--- src/rtl/balance_cntrl_slew.sv ---
// Pipelined balance controller: PID pitch loop, soft-start scaling, steering mix,
// per-update slew limiting of both motor commands and hysteretic too_fast flag.
module balance_cntrl_slew #(
  parameter bit FAST_SIM = 1'b1,
  parameter int SPD_W    = 12,
  parameter int P_COEF   = 9,
  parameter int SLEW     = 64,
  parameter int TF_HI    = 1536,
  parameter int TF_LO    = 1280
) (
  input  logic                    clk,
  input  logic                    rst,
  input  logic                    vld,
  input  logic signed [15:0]      ptch,
  input  logic signed [15:0]      ptch_rt,
  input  logic                    pwr_up,
  input  logic                    rider_off,
  input  logic        [11:0]      steer_pot,
  input  logic                    en_steer,
  output logic signed [SPD_W-1:0] lft_spd,
  output logic signed [SPD_W-1:0] rght_spd,
  output logic                    spd_vld,
  output logic                    too_fast,
  output logic        [7:0]       ss_tmr
);

  localparam int                     SMAX    = 2**(SPD_W-1) - 1;
  localparam logic            [23:0] SS_INC  = FAST_SIM ? 24'h010000 : 24'h000001;
  localparam logic signed     [15:0] P_C     = 16'(P_COEF);
  localparam logic signed     [27:0] SUM_MAX = 28'(SMAX);
  localparam logic signed [SPD_W+1:0] TGT_MAX = (SPD_W+2)'(SMAX);
  localparam logic signed   [SPD_W:0] SLEW_W  = (SPD_W+1)'(SLEW);
  localparam logic signed [SPD_W-1:0] SLEW_S  = SPD_W'(SLEW);
  localparam logic          [SPD_W:0] TF_HI_W = (SPD_W+1)'(TF_HI);
  localparam logic          [SPD_W:0] TF_LO_W = (SPD_W+1)'(TF_LO);

  // State
  logic        [23:0]      cnt_q, cnt_d;
  logic signed [17:0]      integ_q, integ_d;
  logic                    v1_q, v2_q, pwr_up_q;
  logic signed [25:0]      p_q, p_d;
  logic signed [11:0]      i_q, i_d, d_q, d_d;
  logic signed [SPD_W-1:0] tgt_l_q, tgt_r_q, tgt_l_d, tgt_r_d;
  logic signed [SPD_W-1:0] lft_q, rght_q;
  logic                    spd_vld_q, tf_q, tf_d;

  // Combinational intermediates
  logic signed [9:0]       err;
  logic signed [18:0]      integ_sum;
  logic signed [27:0]      sum;
  logic signed [SPD_W-1:0] pid, pid_ss;
  logic signed [SPD_W+8:0] prod;
  logic        [11:0]      pot_clip;
  logic signed [12:0]      st_diff;
  logic signed [14:0]      st_x3;
  logic signed [10:0]      steer;
  logic signed [SPD_W+1:0] l_sum, r_sum;

  function automatic logic signed [SPD_W-1:0] sat_spd(input logic signed [SPD_W+1:0] x);
    if (x > TGT_MAX)       return SPD_W'(TGT_MAX);
    else if (x < -TGT_MAX) return SPD_W'(-TGT_MAX);
    else                   return x[SPD_W-1:0];
  endfunction

  // Step toward the target by at most SLEW; difference taken one bit wider so it never wraps.
  function automatic logic signed [SPD_W-1:0] slew_step(input logic signed [SPD_W-1:0] cur,
                                                        input logic signed [SPD_W-1:0] tgt);
    logic signed [SPD_W:0] diff;
    diff = (SPD_W+1)'(tgt) - (SPD_W+1)'(cur);
    if (diff > SLEW_W)       return cur + SLEW_S;
    else if (diff < -SLEW_W) return cur - SLEW_S;
    else                     return tgt;
  endfunction

  function automatic logic [SPD_W:0] mag(input logic signed [SPD_W-1:0] x);
    logic signed [SPD_W:0] w;
    w = (SPD_W+1)'(x);
    return (w < 0) ? $unsigned(-w) : $unsigned(w);
  endfunction

  // NOTE: every always_comb output gets a value on every path, so no latches are inferred.
  always_comb begin
    if (!pwr_up)                         cnt_d = '0;
    else if (cnt_q > 24'hFFFFFF - SS_INC) cnt_d = 24'hFFFFFF;
    else                                 cnt_d = cnt_q + SS_INC;

    if (ptch > 16'sd511)       err = 10'sd511;
    else if (ptch < -16'sd511) err = -10'sd511;
    else                       err = ptch[9:0];

    integ_sum = 19'(integ_q) + 19'(err);
    if (rider_off)                      integ_d = '0;
    else if (integ_sum > 19'sd131071)   integ_d = 18'sd131071;
    else if (integ_sum < -19'sd131071)  integ_d = -18'sd131071;
    else                                integ_d = integ_sum[17:0];

    p_d = 26'(err) * 26'(P_C);
    i_d = 12'(integ_d >>> 6);
    d_d = -(12'(ptch_rt >>> 6));

    sum = 28'(p_q) + 28'(i_q) + 28'(d_q);
    if (sum > SUM_MAX)       pid = SPD_W'(SUM_MAX);
    else if (sum < -SUM_MAX) pid = SPD_W'(-SUM_MAX);
    else                     pid = sum[SPD_W-1:0];

    // Soft-start scale never grows the magnitude, so truncating back to SPD_W is lossless.
    prod   = (SPD_W+9)'(pid) * (SPD_W+9)'($signed({1'b0, cnt_q[23:16]}));
    pid_ss = SPD_W'(prod >>> 8);

    if (steer_pot < 12'h200)      pot_clip = 12'h200;
    else if (steer_pot > 12'hE00) pot_clip = 12'hE00;
    else                          pot_clip = steer_pot;
    st_diff = $signed({1'b0, pot_clip}) - 13'sd2047;
    st_x3   = 15'(st_diff) * 15'sd3;
    steer   = en_steer ? 11'(st_x3 >>> 4) : '0;

    l_sum   = (SPD_W+2)'(pid_ss) + (SPD_W+2)'(steer);
    r_sum   = (SPD_W+2)'(pid_ss) - (SPD_W+2)'(steer);
    tgt_l_d = sat_spd(l_sum);
    tgt_r_d = sat_spd(r_sum);

    if ((mag(lft_q) > TF_HI_W) || (mag(rght_q) > TF_HI_W))        tf_d = 1'b1;
    else if ((mag(lft_q) <= TF_LO_W) && (mag(rght_q) <= TF_LO_W)) tf_d = 1'b0;
    else                                                          tf_d = tf_q;
  end

  // NOTE: state registers use non-blocking assignments so every stage samples pre-edge values.
  always_ff @(posedge clk) begin
    if (rst) begin
      cnt_q     <= '0;
      integ_q   <= '0;
      pwr_up_q  <= 1'b0;
      v1_q      <= 1'b0;
      p_q       <= '0;
      i_q       <= '0;
      d_q       <= '0;
      v2_q      <= 1'b0;
      tgt_l_q   <= '0;
      tgt_r_q   <= '0;
      lft_q     <= '0;
      rght_q    <= '0;
      spd_vld_q <= 1'b0;
      tf_q      <= 1'b0;
    end else begin
      cnt_q    <= cnt_d;
      pwr_up_q <= pwr_up;
      if (!pwr_up) begin
        // Forced shutdown bypasses the slew limiter; one strobe announces the zeroed speeds.
        integ_q   <= '0;
        v1_q      <= 1'b0;
        p_q       <= '0;
        i_q       <= '0;
        d_q       <= '0;
        v2_q      <= 1'b0;
        tgt_l_q   <= '0;
        tgt_r_q   <= '0;
        lft_q     <= '0;
        rght_q    <= '0;
        spd_vld_q <= pwr_up_q;
        tf_q      <= 1'b0;
      end else begin
        if (rider_off || vld) integ_q <= integ_d;
        v1_q <= vld;
        if (vld) begin
          p_q <= p_d;
          i_q <= i_d;
          d_q <= d_d;
        end
        v2_q <= v1_q;
        if (v1_q) begin
          tgt_l_q <= tgt_l_d;
          tgt_r_q <= tgt_r_d;
        end
        spd_vld_q <= v2_q;
        if (v2_q) begin
          lft_q  <= slew_step(lft_q, tgt_l_q);
          rght_q <= slew_step(rght_q, tgt_r_q);
        end
        tf_q <= tf_d;
      end
    end
  end

  assign lft_spd  = lft_q;
  assign rght_spd = rght_q;
  assign spd_vld  = spd_vld_q;
  assign too_fast = tf_q;
  assign ss_tmr   = cnt_q[23:16];

endmodule

--- config.mk ---
export PLATFORM = sky130hd
export DESIGN_NAME = balance_cntrl_slew
export DESIGN_NICKNAME = d
export VERILOG_FILES = /design/src/rtl/balance_cntrl_slew.sv
export SDC_FILE = /design/constraint.sdc
export NUM_CORES = 1
export LEC_CHECK = 0
export BUFFER_PORTS_ARGS = -buffer_cell sky130_fd_sc_hd__buf_4
export CELL_PAD_IN_SITES_DETAIL_PLACEMENT = 0
export CELL_PAD_IN_SITES_GLOBAL_PLACEMENT = 1
export CORE_MARGIN = 4
export CORE_UTILIZATION = 43
export DETAILED_ROUTE_END_ITERATION = 10
export PLACE_DENSITY = 0.82
export SLEW_MARGIN = 15
export SYNTH_ARGS = -nofsm -noshare
export SYNTH_HDL_FRONTEND = slang
export SYNTH_SLANG_ARGS = --single-unit
--- constraint.sdc ---
create_clock -name clk -period 9.1 [get_ports clk]
set_input_delay 1.365 -clock clk [delete_from_list [all_inputs] [get_ports clk]]
set_output_delay 1.365 -clock clk [all_outputs]
set_load 0.01 [all_outputs]
==> metrics.md <==
| Metric | Value |
|---|---|
| Status | `finished, violations left` |
| Failing checks | `setup timing` |
| Unique masters post-synth | `82` |
| Sw Share | `36.3%` |
| H-tree depth | `4` |
| Initial drt markers | `681` |
| Maxcap violations | `0` |
| Internal power | `1.47 mW` |
| Largest net degree at the start of global routing | `51` |
| Core Region | `33,800 um2` |
| ANT nets after route | `0` |
| Skew-Pair Late Insertion Delay | `420 ps` |
| Initial DRT Pass Iterations | `5` |
| Mean post-synth cell area | `7.95 um2` |
| Minimum clock period | `9390 ps` |
| Worst-path clk slew | `60 ps` |
| Leak | `8.79 nW` |
| Top-Level Pins | `84` |
| Vias post-DR | `13,900` |
| I/O Buffers | `77` |
| CTS Root Cell | `clkbuf_16` |
| Critical-path maximum fanout | `5` |
| # DRC | `0` |
| Worst Path Buf+Inv | `8` |
| Wirelength, routed | `39,800 um` |
| Initial Util | `43.9%` |
| DR WL/cell | `15.6 um` |
| Seq/Total Area, Yosys | `16.1%` |
| Synth Instances | `1,863` |
| Clk sink count | `119` |
| TritonCTS Buffers | `17` |
| Initial antenna violation count | `0` |
| RSZ-0062 raised after global routing | `yes` |
| Critical path arrival | `9670 ps` |
| Register bit total from synthesis | `119` |
| Share of cells above drive strength 1 | `24.7%` |
| First-pass GRT wire length | `66,000 um` |
| Fin Clk Skew | `9.65 ps` |
| Area growth syn-to-layout | `27.7%` |
| Vias per inst | `5.44` |
| Yosys top cell by area | `dfxtp_1` |
| Async SR Flop Fraction | `0%` |
| TNS Setup | `-3470 ps` |
| Max clock buf depth | `2` |
| Slew @ Worst Pin | `1200 ps` |
| Total track usage | `20.4%` |
| Final WS setup | `-292 ps` |
| Slowest CP cell | `or4_1` |
| Crit Path Category | `reg2reg` |
| Clk network pwr share | `27.1%` |
| Max incr delay on CP | `500 ps` |
| Period utilisation layout | `103%` |
| Sequential power share | `24.0%` |
| Commonest non-fill, non-tap cell in the layout | `buf_4` |
| Gpl congestion | `0.850` |
| Largest vdd supply drop | `131 uV` |
| Synth warn | `0` |
| Die H | `194 um` |
| Crit start category | `register` |
| Syn_nets | `2,177` |
| Combinational share of power | `49.0%` |
| Top cell type's share of synthesized area | `16.1%` |
| Finish-stage setup viols | `22` |
| Overall die area | `37,500 um2` |
| Synth Flop Type | `dfxtp_1` |
| Hold Vio Cnt, Final | `0` |
| F_max | `106 MHz` |
| TritonCTS clock tree | `built` |
| Power per cell area | `122 nW/um2` |
| Max Slew Vio Count | `0` |
| Psw | `838 uW` |
| Vias in the first global route | `14,100` |
| Cell Rows | `67` |
| Layout Nets | `2,414` |
| Die X | `194 um` |
| Hold slack final | `479 ps` |
| Cell area after synthesis | `14,800 um2` |
| Largest cells by area after synthesis | `dfxtp_1 16%, ha_1 14%, fa_1 13%, inv_1 4.7%, xnor2_1 4.5%` |
| Cell mode on critical path | `fa_1` |
| Antenna cells | `0` |
| CP Capture Type | `register` |
| Slew HR | `19.9%` |
| Crit path max-delay family | `adder cells` |
| Most frequent cells in the layout | `262 x buf_4, 169 x inv_1, 153 x nand2_1` |
| GRT Residual Overflow | `0` |
| Post-CTS Hold Buffers | `0` |
| HPWL after DPL | `30,900 um` |
| Post-synth EDFFs | `0` |
| HP Class | `reg2reg` |
| Crit path required time | `9380 ps` |
Yosys cell counts, drive strengths merged, types with 16 or more instances:
cell type,count
a21o,28
mux2i,35
nand3,43
buf,18
fa,97
nor3,41
and2,40
nand2b,28
o21ai,110
a21oi,127
a211oi,19
nor2,163
inv,184
ha,167
clkbuf,48
nor2b,47
xor2,42
dfxtp,119
nor4,16
or3,21
xnor2,76
and3,20
nand2,170
kinds of logic after synthesis:
group / Yosys count / share of synthesized area [%]
mux: 39 / 2.67
simple gates: 633 / 20.8
compound gates: 434 / 19.4
fa+ha+maj: 268 / 27.5
flops: 119 / 16.1
buf+inv: 252 / 6.63
xor+xnor: 118 / 6.98
path summary, 6_finish.rpt:
| kind | startpoint | endpoint | slack (ps) | cells past startpoint |
|---|---|---|---|---|
| max | d_q[1] | tgt_r_q[7] | -290 | 41 |
| min | pwr_up_q | spd_vld | 480 | 2 |
| max reg2reg | d_q[1] | tgt_r_q[7] | -290 | 41 |
| min reg2reg | pwr_up_q | spd_vld | 480 | 2 |
registers in the layout (all words and copies together), names as in the netlist:
name,count
cnt_q,9
spd_vld,1
v1_q,1
tgt_l_q,12
too_fast,1
p_q,15
i_q,12
v2_q,1
d_q,12
tgt_r_q,12
rght_spd,12
integ_q,18
pwr_up_q,1
lft_spd,12
area by class of cell:
type | count | area [um2]
clock buffer | 25 | 495
timing repair buffer | 284 | 2240
multi-input combinational | 1492 | 12500
sequential | 119 | 2390
inverter | 186 | 701
clock inverter | 4 | 45.0
fill | 3038 | 14900
tap | 448 | 561
metal layers:
| layer | routed length (um) | vias up | GRT usage (%) |
|---|---|---|---|
| met4 | 763 | 0 | 5.43 |
| met1 | 17500 | 6708 | 25.4 |
| li1 | - | 6923 | - |
| met2 | 20300 | 220 | 36.9 |
| met3 | 1190 | 57 | 2.95 |
| met5 | 0 | - | 0 |
repair_timing:
item                                   4_1_cts  5_1_grt
endpoints found under the hold margin        0        0
gates resized for setup                    166       98
setup endpoints to repair                   24       24
gates cloned                                 2        1
setup buffers                               38       12
pin swaps                                   89       65
power by group through the flow:
stage	registers, mW	clock network (mW)	logic (mW)
final	0.553	0.625	1.13
after global routing	0.555	0.658	1.24
after CTS	0.553	0.635	1.05
after detailed placement	0.563	0	0.914
after global placement	0.563	0	0.900
after floorplan	0.555	0	0.575
worst min-delay path, stage by stage, from the launching register on:
cell and delay, ps:
dfxtp_1 310, mux2i_1 60, nor2_1 80
stage by stage:
stage	instance area, um2	setup slack (ps)	power [mW]	util (%)	cells
2_1_floorplan	14900	16.2	1.13	-	1863
3_5_place_dp	16900	-574	1.48	50.1	2481
5_1_grt	18900	-736	2.45	56.0	2558
3_3_place_gp	16900	-491	1.46	50.1	2481
4_1_cts	18400	-134	2.24	54.5	2547
6_report	18900	-292	2.31	56.0	2558
No activity file was read; power rests on OpenSTA's default activity.
